$ cat src/rtl/dac_ramp_sequencer.sv
// Per-slave DAC command sequencer: immediate writes or stepped ramps toward a target code, one write per dwell window.
// Latency: command accepted in cycle N gives a new_reg pulse in cycle N+1; later ramp writes follow every dwell_cycles.
// Backpressure: cmd_ready drops for a slave while it is busy (WRITE/DWELL); out-of-range slave commands are always taken and dropped.
module dac_ramp_sequencer #(
  parameter int spi_slaves   = 2,
  parameter int spi_length   = 16,
  parameter int data_bits    = 12,
  parameter int ramp_step    = 16,
  parameter int dwell_cycles = 640,
  localparam int slv_w = (spi_slaves > 1) ? $clog2(spi_slaves) : 1
) (
  input  logic                                  clk,
  input  logic                                  rst,
  input  logic                                  cmd_valid,
  output logic                                  cmd_ready,
  input  logic [slv_w-1:0]                      cmd_slave,
  input  logic                                  cmd_ramp,
  input  logic [spi_length-1:0]                 cmd_data,
  output logic [spi_slaves-1:0]                 new_reg,
  output logic [spi_slaves-1:0][spi_length-1:0] spi_data,
  output logic [spi_slaves-1:0]                 busy,
  output logic [spi_slaves-1:0]                 ramp_done
);

  localparam int hdr_w = spi_length - data_bits;
  localparam int cnt_w = (dwell_cycles > 2) ? $clog2(dwell_cycles) : 1;
  localparam logic [data_bits:0] step_max = (data_bits + 1)'(ramp_step);

  typedef enum logic [1:0] {ST_IDLE, ST_WRITE, ST_DWELL} state_e;

  state_e                                state_q [spi_slaves];
  state_e                                state_d [spi_slaves];
  logic [hdr_w-1:0]                      hdr_q   [spi_slaves];
  logic [hdr_w-1:0]                      hdr_d   [spi_slaves];
  logic [data_bits-1:0]                  tgt_q   [spi_slaves];
  logic [data_bits-1:0]                  tgt_d   [spi_slaves];
  logic [data_bits-1:0]                  cur_q   [spi_slaves];
  logic [data_bits-1:0]                  cur_d   [spi_slaves];
  logic [cnt_w-1:0]                      cnt_q   [spi_slaves];
  logic [cnt_w-1:0]                      cnt_d   [spi_slaves];
  logic [spi_slaves-1:0]                 ramp_q, ramp_d;
  logic [spi_slaves-1:0]                 done_q, done_d;
  logic [spi_slaves-1:0][spi_length-1:0] spi_data_q, spi_data_d;

  logic in_range;
  logic accept;

  // Next code toward tgt: full jump for immediate writes, otherwise at most ramp_step without overshoot.
  function automatic logic [data_bits-1:0] next_code(input logic [data_bits-1:0] cur,
                                                      input logic [data_bits-1:0] tgt,
                                                      input logic             ramp);
    logic [data_bits:0]   diff;
    logic [data_bits:0]   step;
    logic [data_bits-1:0] res;
    res = tgt;
    if (ramp && (tgt > cur)) begin
      diff = {1'b0, tgt} - {1'b0, cur};
      step = (diff > step_max) ? step_max : diff;
      res  = cur + step[data_bits-1:0];
    end else if (ramp && (tgt < cur)) begin
      diff = {1'b0, cur} - {1'b0, tgt};
      step = (diff > step_max) ? step_max : diff;
      res  = cur - step[data_bits-1:0];
    end
    return res;
  endfunction

  // Busy status and command handshake; ready only looks at the addressed slave.
  always_comb begin
    for (int s = 0; s < spi_slaves; s++) begin
      busy[s]    = (state_q[s] != ST_IDLE);
      new_reg[s] = (state_q[s] == ST_WRITE);
    end
    in_range  = ({1'b0, cmd_slave} < (slv_w + 1)'(spi_slaves));
    cmd_ready = !rst && (!in_range || !busy[cmd_slave]);
    accept    = cmd_valid && cmd_ready;
  end

  assign spi_data  = spi_data_q;
  assign ramp_done = done_q;

  // Per-slave next-state: the output word and cur are loaded on entry to WRITE so the pulse and data coincide.
  always_comb begin
    spi_data_d = spi_data_q;
    ramp_d     = ramp_q;
    done_d     = '0;
    for (int s = 0; s < spi_slaves; s++) begin
      state_d[s] = state_q[s];
      hdr_d[s]   = hdr_q[s];
      tgt_d[s]   = tgt_q[s];
      cur_d[s]   = cur_q[s];
      cnt_d[s]   = cnt_q[s];
      case (state_q[s])
        ST_IDLE: begin
          if (accept && in_range && (cmd_slave == slv_w'(s))) begin
            hdr_d[s]      = cmd_data[spi_length-1:data_bits];
            tgt_d[s]      = cmd_data[data_bits-1:0];
            ramp_d[s]     = cmd_ramp;
            cur_d[s]      = next_code(cur_q[s], cmd_data[data_bits-1:0], cmd_ramp);
            spi_data_d[s] = {cmd_data[spi_length-1:data_bits], cur_d[s]};
            state_d[s]    = ST_WRITE;
          end
        end
        ST_WRITE: begin
          // WRITE itself is the first cycle of the dwell window.
          cnt_d[s]   = cnt_w'(dwell_cycles - 2);
          state_d[s] = ST_DWELL;
        end
        ST_DWELL: begin
          if (cnt_q[s] != '0) begin
            cnt_d[s] = cnt_q[s] - 1'b1;
          end else if (cur_q[s] == tgt_q[s]) begin
            done_d[s]  = 1'b1;
            state_d[s] = ST_IDLE;
          end else begin
            cur_d[s]      = next_code(cur_q[s], tgt_q[s], ramp_q[s]);
            spi_data_d[s] = {hdr_q[s], cur_d[s]};
            state_d[s]    = ST_WRITE;
          end
        end
        default: state_d[s] = ST_IDLE;
      endcase
    end
  end

  // State registers; reset aborts any ramp or dwell immediately.
  always_ff @(posedge clk) begin
    if (rst) begin
      spi_data_q <= '0;
      ramp_q     <= '0;
      done_q     <= '0;
      for (int s = 0; s < spi_slaves; s++) begin
        state_q[s] <= ST_IDLE;
        hdr_q[s]   <= '0;
        tgt_q[s]   <= '0;
        cur_q[s]   <= '0;
        cnt_q[s]   <= '0;
      end
    end else begin
      spi_data_q <= spi_data_d;
      ramp_q     <= ramp_d;
      done_q     <= done_d;
      for (int s = 0; s < spi_slaves; s++) begin
        state_q[s] <= state_d[s];
        hdr_q[s]   <= hdr_d[s];
        tgt_q[s]   <= tgt_d[s];
        cur_q[s]   <= cur_d[s];
        cnt_q[s]   <= cnt_d[s];
      end
    end
  end

endmodule

$ cat config.mk
export PLATFORM = sky130hd
export DESIGN_NAME = dac_ramp_sequencer
export DESIGN_NICKNAME = d
export VERILOG_FILES = /design/src/rtl/dac_ramp_sequencer.sv
export SDC_FILE = /design/constraint.sdc
export NUM_CORES = 1
export LEC_CHECK = 0
export CAP_MARGIN = 10
export CELL_PAD_IN_SITES_DETAIL_PLACEMENT = 0
export CELL_PAD_IN_SITES_GLOBAL_PLACEMENT = 2
export CORE_UTILIZATION = 40
export DETAILED_ROUTE_END_ITERATION = 8
export GPL_TIMING_DRIVEN = 1
export PLACE_DENSITY_LB_ADDON = 0.1
export SLEW_MARGIN = 10
export SYNTH_ARGS = -nofsm -noshare
export SYNTH_HDL_FRONTEND = slang
export SYNTH_SLANG_ARGS = --single-unit
export TNS_END_PERCENT = 20
$ cat constraint.sdc
create_clock -name clk -period 11.4 [get_ports clk]
set_input_delay 1.71 -clock clk [delete_from_list [all_inputs] [get_ports clk]]
set_output_delay 1.71 -clock clk [all_outputs]
set_load 0.01 [all_outputs]
==> results by group <==
Global route
  • Antenna violations before repair: 0
  • Pin count of the biggest net entering global routing: 59
  • Global-route wire length before repair: roughly 80000 µm
  • Met3 track demand over resource in global routing: roughly 3.4%
  • Most Crowded Layer GR: met2
  • GRT Residual Overflow: 0
  • Vias in the first global route: ~14000
  • Met2 routing resource usage after global routing: between 40% and 50%
  • Aggregate global-route resource usage: between 20 and 30%
  • Met1 GRT Util: between 30% and 40%

Clock network
  • Post-CTS clock slew at the launch and capture registers of the worst setup and hold paths: approximately 0.08 ns
  • Root cell of the clock tree: sky130_fd_sc_hd__clkbuf_16
  • Later-pin clock latency in the skew report: 0.38 ns
  • Gates resized, CTS repair: 0
  • CTS Buf Count: 9
  • Maximum buffer depth of the clock tree: 2
  • Hold buffer count at CTS: 0
  • H-tree Lvls: 3
  • TritonCTS clock tree: yes
  • Clock net sink count: about 100
  • # Post-CTS Setup Buffers: 0

Floorplan
  • Core Box Area: between 30000 and 40000 µm²
  • Top-level I/O count: 60
  • Area of the die: ~36000 µm²
  • Standard-cell rows: 68
  • Die span in x: 189.9 µm
  • Vertical extent of the die: 189.9 µm
  • Effective utilization at floorplan: 40.80%

Final layout
  • Layout cells sized above 1: roughly 3.6%
  • Fillers: between 3000 and 4000
  • Most used cells in the layout excluding fill and tap cells: 214 x sky130_fd_sc_hd__a21oi_1, 210 x sky130_fd_sc_hd__nand2_1, 180 x sky130_fd_sc_hd__ha_1, 140 x sky130_fd_sc_hd__nor2_1, 108 x sky130_fd_sc_hd__inv_1
  • Nets: 2190
  • Most common cell after layout, fill and taps aside: sky130_fd_sc_hd__a21oi_1
  • Count of inserted antenna diode cells: 0
  • Area growth syn-to-layout: 9.653%

Synth
  • Cells after synthesis: 1940
  • Mapped cell area: 14130 µm²
  • Proportion of register bits with asynchronous set or reset after synthesis: 0%
  • Number of enable flip-flop cells after synthesis: 0
  • Number of warnings issued by yosys: 0
  • Number of distinct library cells after synthesis: slightly below 90
  • Number of synthesized register bits: roughly 100
  • Top_reg_cell synth: sky130_fd_sc_hd__dfxtp_1
  • Syn_area_per_cell: approximately 7.3 µm²
  • Portion of the post-synthesis area used by sequential elements: 14.74%

STA
  • Fmax: around 0.13 GHz
  • Hold Slack: between 0.4 and 0.5 ns
  • Number of max-slew violations in the final report: 0
  • Hold Fails Final Rpt: 0
  • Slew at the pin closest to its max-slew limit: 1.108 ns
  • Final period util: around 66%
  • Final Critical Period: 7.567 ns
  • RSZ-0062 raised after global routing: no
  • Worst slew slack as a fraction of its limit: 25.78%
  • Skew final: approximately 0.02 ns
  • Total of endpoints with negative setup slack in the final report: 0
  • Setup TNS: 0 ns

Critical path
  • Setup slack, reg-to-reg: around 4.5 ns
  • Reg2Reg Depth: 21
  • Worst flop-to-flop path endpoint: cur_q[0][22]
  • Worst reg2reg path startpoint: cur_q[0][13]
  • Category of the worst setup path launch point: input port
  • Crit path capture type: flop
  • Critical path fanouts, max: 8
  • Required time at the endpoint of the critical path: between 10 and 15 ns
  • WS Path Type: in -> reg
  • Data arrival time of the critical path: 7.81 ns

Placed design
  • Count of input and output buffers: just under 60
  • Gpl congestion: about 0.91
  • Detailed placer's ending HPWL: approximately 43000 µm

Worst hold path
  • Worst hold path class: reg -> reg
  • Hold Path Stages: 2
  • Hold wc startpoint: spi_data[23]
  • Endpoint of the worst hold path: spi_data[23]

Pwr
  • Power Density: 102.5 nW/µm²
  • Maximum vdd drop: 0.00008587 V
  • Leakage power of the design: approximately 6.5 nW

Detailed routing
  • Number of DRC violations after detailed routing: 0
  • Detailed-route via count: approximately 14000
  • Number of antenna-violating nets in the routed design: 0
  • Number of DRC markers in iteration 0: around 1200
  • Average wire length per cell after detail routing: between 20 and 25 µm
  • Final wirelength: roughly 54000 µm
  • First-pass iteration count of the detailed router: 6
  • Mean number of vias per cell: ~5.9

Status
  • Status: completed

Run
  • Max Cap Violations: 0
per-stage QoR:
| step | power [mW] | utilization, % | setup slack (ns) | std cells | cell area, µm² |
|---|---|---|---|---|---|
| 4_1_cts | 1.584 | 44.74 | 3.923 | 2433 | 15490 |
| 3_5_place_dp | 1.239 | 43.82 | 3.552 | 2417 | 15180 |
| 2_1_floorplan | 1.002 | - | 5.071 | 1988 | 14310 |
| 3_3_place_gp | 1.243 | 43.82 | 3.676 | 2417 | 15180 |
| 6_report | 1.587 | 44.74 | 3.833 | 2433 | 15490 |
| 5_1_grt | 1.694 | 44.74 | 3.446 | 2433 | 15490 |
final cells by class:
class | count | area [µm²] | share of cell area (%)
multi-input cells | 1671 | 11380 | 73.46
flip-flops and latches | 104 | 2082 | 13.44
clock inverters | 7 | 91.34 | 0.5896
well taps | 455 | 569.3 | 3.675
repair buffers | 79 | 738.2 | 4.765
inverters | 108 | 405.4 | 2.617
clock buffers | 9 | 225.2 | 1.454
per-layer routing:
metal  wire [µm]  part of all wire (%)
met4        1846                   3.4
met1       23920                    45
met5           0                     0
met3        2701                   5.0
met2       25250                    47
report_power, final:
part	internal (mW)	switching, mW	total, mW	leakage, nW
combinational	0.321	0.501	0.822	5.47
sequential	0.386	0.0383	0.425	0.846
clock	0.159	0.181	0.341	0.152
critical path, cell delays in order:
cell and delay, ns:
sky130_fd_sc_hd__clkdlybuf4s50_1 0.83, sky130_fd_sc_hd__inv_1 0.31, sky130_fd_sc_hd__ha_1 0.39, sky130_fd_sc_hd__nor2b_1 0.16
sky130_fd_sc_hd__o31a_1 0.30, sky130_fd_sc_hd__xor2_1 0.19, sky130_fd_sc_hd__o31ai_1 0.34, sky130_fd_sc_hd__nand3_1 0.21
sky130_fd_sc_hd__a2111oi_4 0.66, sky130_fd_sc_hd__and2_1 0.22, sky130_fd_sc_hd__ha_1 0.26, sky130_fd_sc_hd__nor2b_1 0.16
sky130_fd_sc_hd__o21ai_0 0.21, sky130_fd_sc_hd__a21boi_0 0.13, sky130_fd_sc_hd__o21ai_0 0.23, sky130_fd_sc_hd__a21boi_0 0.16
sky130_fd_sc_hd__o21ai_0 0.22, sky130_fd_sc_hd__nand2b_1 0.13, sky130_fd_sc_hd__a21o_1 0.19, sky130_fd_sc_hd__a21oi_1 0.17
sky130_fd_sc_hd__xnor2_1 0.14, sky130_fd_sc_hd__a211oi_1 0.10, sky130_fd_sc_hd__a2111oi_0 0.38
kinds of logic after synthesis:
| logic type | synth area share [%] |
|---|---|
| and+or+nand+nor | 22.35 |
| AOI/OAI and AO/OA | 29.69 |
| buffers and inverters | 6.172 |
| adders and majority gates | 18.21 |
| xor gates and xnor gates | 6.819 |
| DFF | 14.74 |
| muxes | 1.966 |
| other | 0.05315 |
how the worst max path moves through the flow:
stage	from	to	slack, ns	cells after the start
after CTS	cmd_data[2]	cur_q[0][20]	3.92	23
after detailed placement	cmd_data[2]	cur_q[0][20]	3.55	23
after global routing	cmd_data[1]	cur_q[0][22]	3.45	23
after global placement	cmd_data[9]	cur_q[0][20]	3.68	23
final	cmd_data[1]	cur_q[0][22]	3.83	23
after floorplan	cmd_data[6]	cur_q[0][22]	5.07	23
synth_stat cells, types with 39 or more instances:
master	number	area share, %
sky130_fd_sc_hd__a21o_1	53	2.8
sky130_fd_sc_hd__a211oi_1	41	2.2
sky130_fd_sc_hd__nand2_1	210	5.6
sky130_fd_sc_hd__xor2_1	39	2.4
sky130_fd_sc_hd__o21ai_0	90	3.2
sky130_fd_sc_hd__clkbuf_1	78	2.1
sky130_fd_sc_hd__ha_1	180	16
sky130_fd_sc_hd__dfxtp_1	104	15
sky130_fd_sc_hd__nor2_1	140	3.7
sky130_fd_sc_hd__inv_1	108	2.9
sky130_fd_sc_hd__nor3_1	46	1.6
sky130_fd_sc_hd__a21oi_1	215	7.6
sky130_fd_sc_hd__xnor2_1	71	4.4
sequential cells by signal, summed over array words and instances (netlist names), named ones only:
name and cells:
hdr_q 8, cnt_q 20, cur_q 12, tgt_q 24, spi_data 31, ramp_done 2
state_q 4, ramp_q 2
(Power assumes the default switching activity.)
==> variant (same flow settings) <==
Set the parameter `spi_slaves` to 4 (it was 2).
--- a/src/rtl/dac_ramp_sequencer.sv
+++ b/src/rtl/dac_ramp_sequencer.sv
@@ -2,7 +2,7 @@
 // Latency: command accepted in cycle N gives a new_reg pulse in cycle N+1; later ramp writes follow every dwell_cycles.
 // Backpressure: cmd_ready drops for a slave while it is busy (WRITE/DWELL); out-of-range slave commands are always taken and dropped.
 module dac_ramp_sequencer #(
-  parameter int spi_slaves   = 2,
+  parameter int spi_slaves   = 4,
   parameter int spi_length   = 16,
   parameter int data_bits    = 12,
   parameter int ramp_step    = 16,
Interface: changed (5 resized); port bits go from 60 to 99. No check against the original RTL was run, so the function may have changed too.
==> variant against the original RTL <==
  * Worst hold slack improved by 19 ps
  * Clock skew shrank 2.8 ps
  * Die area up 92%
  * Cell area grew 94%
  * Synthesized area grew 93%
  * Register-to-register slack better by 230 ps
  * Wire length is 96% higher
  * Total power is 61% higher
  * Worst setup slack worse by 110 ps
  * Sequential cell count rose by 80
  * Highest routed layer unchanged
==> variant: results <==
set metrics [dict create \
    synth_xor_area_frac 0.0658 \
    grt_pass1_wl_mm 162 \
    skew_ps 16.7 \
    p_per_area_mw_per_mm2 85.2 \
    dp_slack_ps 3270 \
    dpl.cell_count 4725 \
    drt_pass1_iterations 7 \
    drt_iter0_markers 2071 \
    ys_seq_area_frac 0.135 \
    hold_start "cnt_q[3][0]" \
    globalplace.congestion 0.934 \
    layout.nets 4287 \
    r2r_cells 23 \
    cts_hold_buffers 0 \
    largest_reg_flops 60 \
    yosys-top-cells-area "ha_1, dfxtp_1, a21oi_1, nand2_1, nor2_1" \
    avgSynthCellArea_sq_um 7.22 \
    clock_latency_ps 510 \
    grt_pass1_vias 27400 \
    drive_gt1_frac 0.0412 \
    grt_usage 0.298 \
    fillers 6977 \
    ys_top_cells_by_count "nand2_1, a21oi_1, ha_1" \
    min_to "cnt_q[3][0]" \
    route.met3.wl_mm 6.07 \
    reg2reg_from "spi_data[33]" \
    antenna_found_initial 3 \
    numCtsBuffers 17 \
    fin_cells 4759 \
    synth_cell_types 105 \
    use_met3 0.0379 \
    r2r-end "spi_data[40]" \
    clkPwrFrac 0.243 \
    wl_met1_mm 48.5 \
    worstMarginPinSlew_ps 1230 \
    synth-compound-area-share 0.301 \
    p_leak_nw 12.6 \
    swShare 0.441 \
    post_dp_cell_area_sq_mm 0.0294 \
    htreeDepth 4 \
    hold_ws_ps 456 \
    dr_wl_met2_mm 47.5 \
    synth-adder-area-share 0.189 \
    arrival_ps 8090 \
    dp_hpwl_mm 79.1 \
    cpPeakStageDelay_ps 490 \
    met2_usage 0.482 \
    reg2reg_setup_slack_ps 4750 \
    fin_util 0.445 \
    critPathMaxFanout 16 \
    wl_per_cell_um 22.1 \
    status "completed" \
    crit_path_top_delay_cell "or4_1" \
    synth_mux_area_frac 0.0225 \
    vdd_ir_drop_max_uv 87.0 \
]
[variant: changes by cell type after synthesis, moves of 56 or more]
| cell | before | now |
|---|---|---|
| o21ai_0 | 90 | 191 |
| clkbuf_1 | 78 | 143 |
| nand2_1 | 210 | 391 |
| a211oi_1 | 41 | 97 |
| inv_1 | 108 | 240 |
| nor2_1 | 140 | 321 |
| ha_1 | 180 | 362 |
| dfxtp_1 | 104 | 184 |
| a21oi_1 | 215 | 374 |
[variant: layout make-up]
| cell class | count | share of cell area |
|---|---|---|
| Multi-Input combinational cell | 3276 | 0.746 |
| Sequential cell | 184 | 0.123 |
| Timing Repair Buffer | 150 | 0.0458 |
| Tap cell | 873 | 0.0364 |
| Inverter | 242 | 0.0303 |
| Clock buffer | 18 | 0.0146 |
| Clock inverter | 14 | 0.00426 |
| Antenna cell | 2 | 0.000167 |
[variant: tightest hold or removal path, cell delays in order, from the launching register on]
cell and delay (ps):
dfxtp_1 320, nand2_1 50, a21oi_1 50
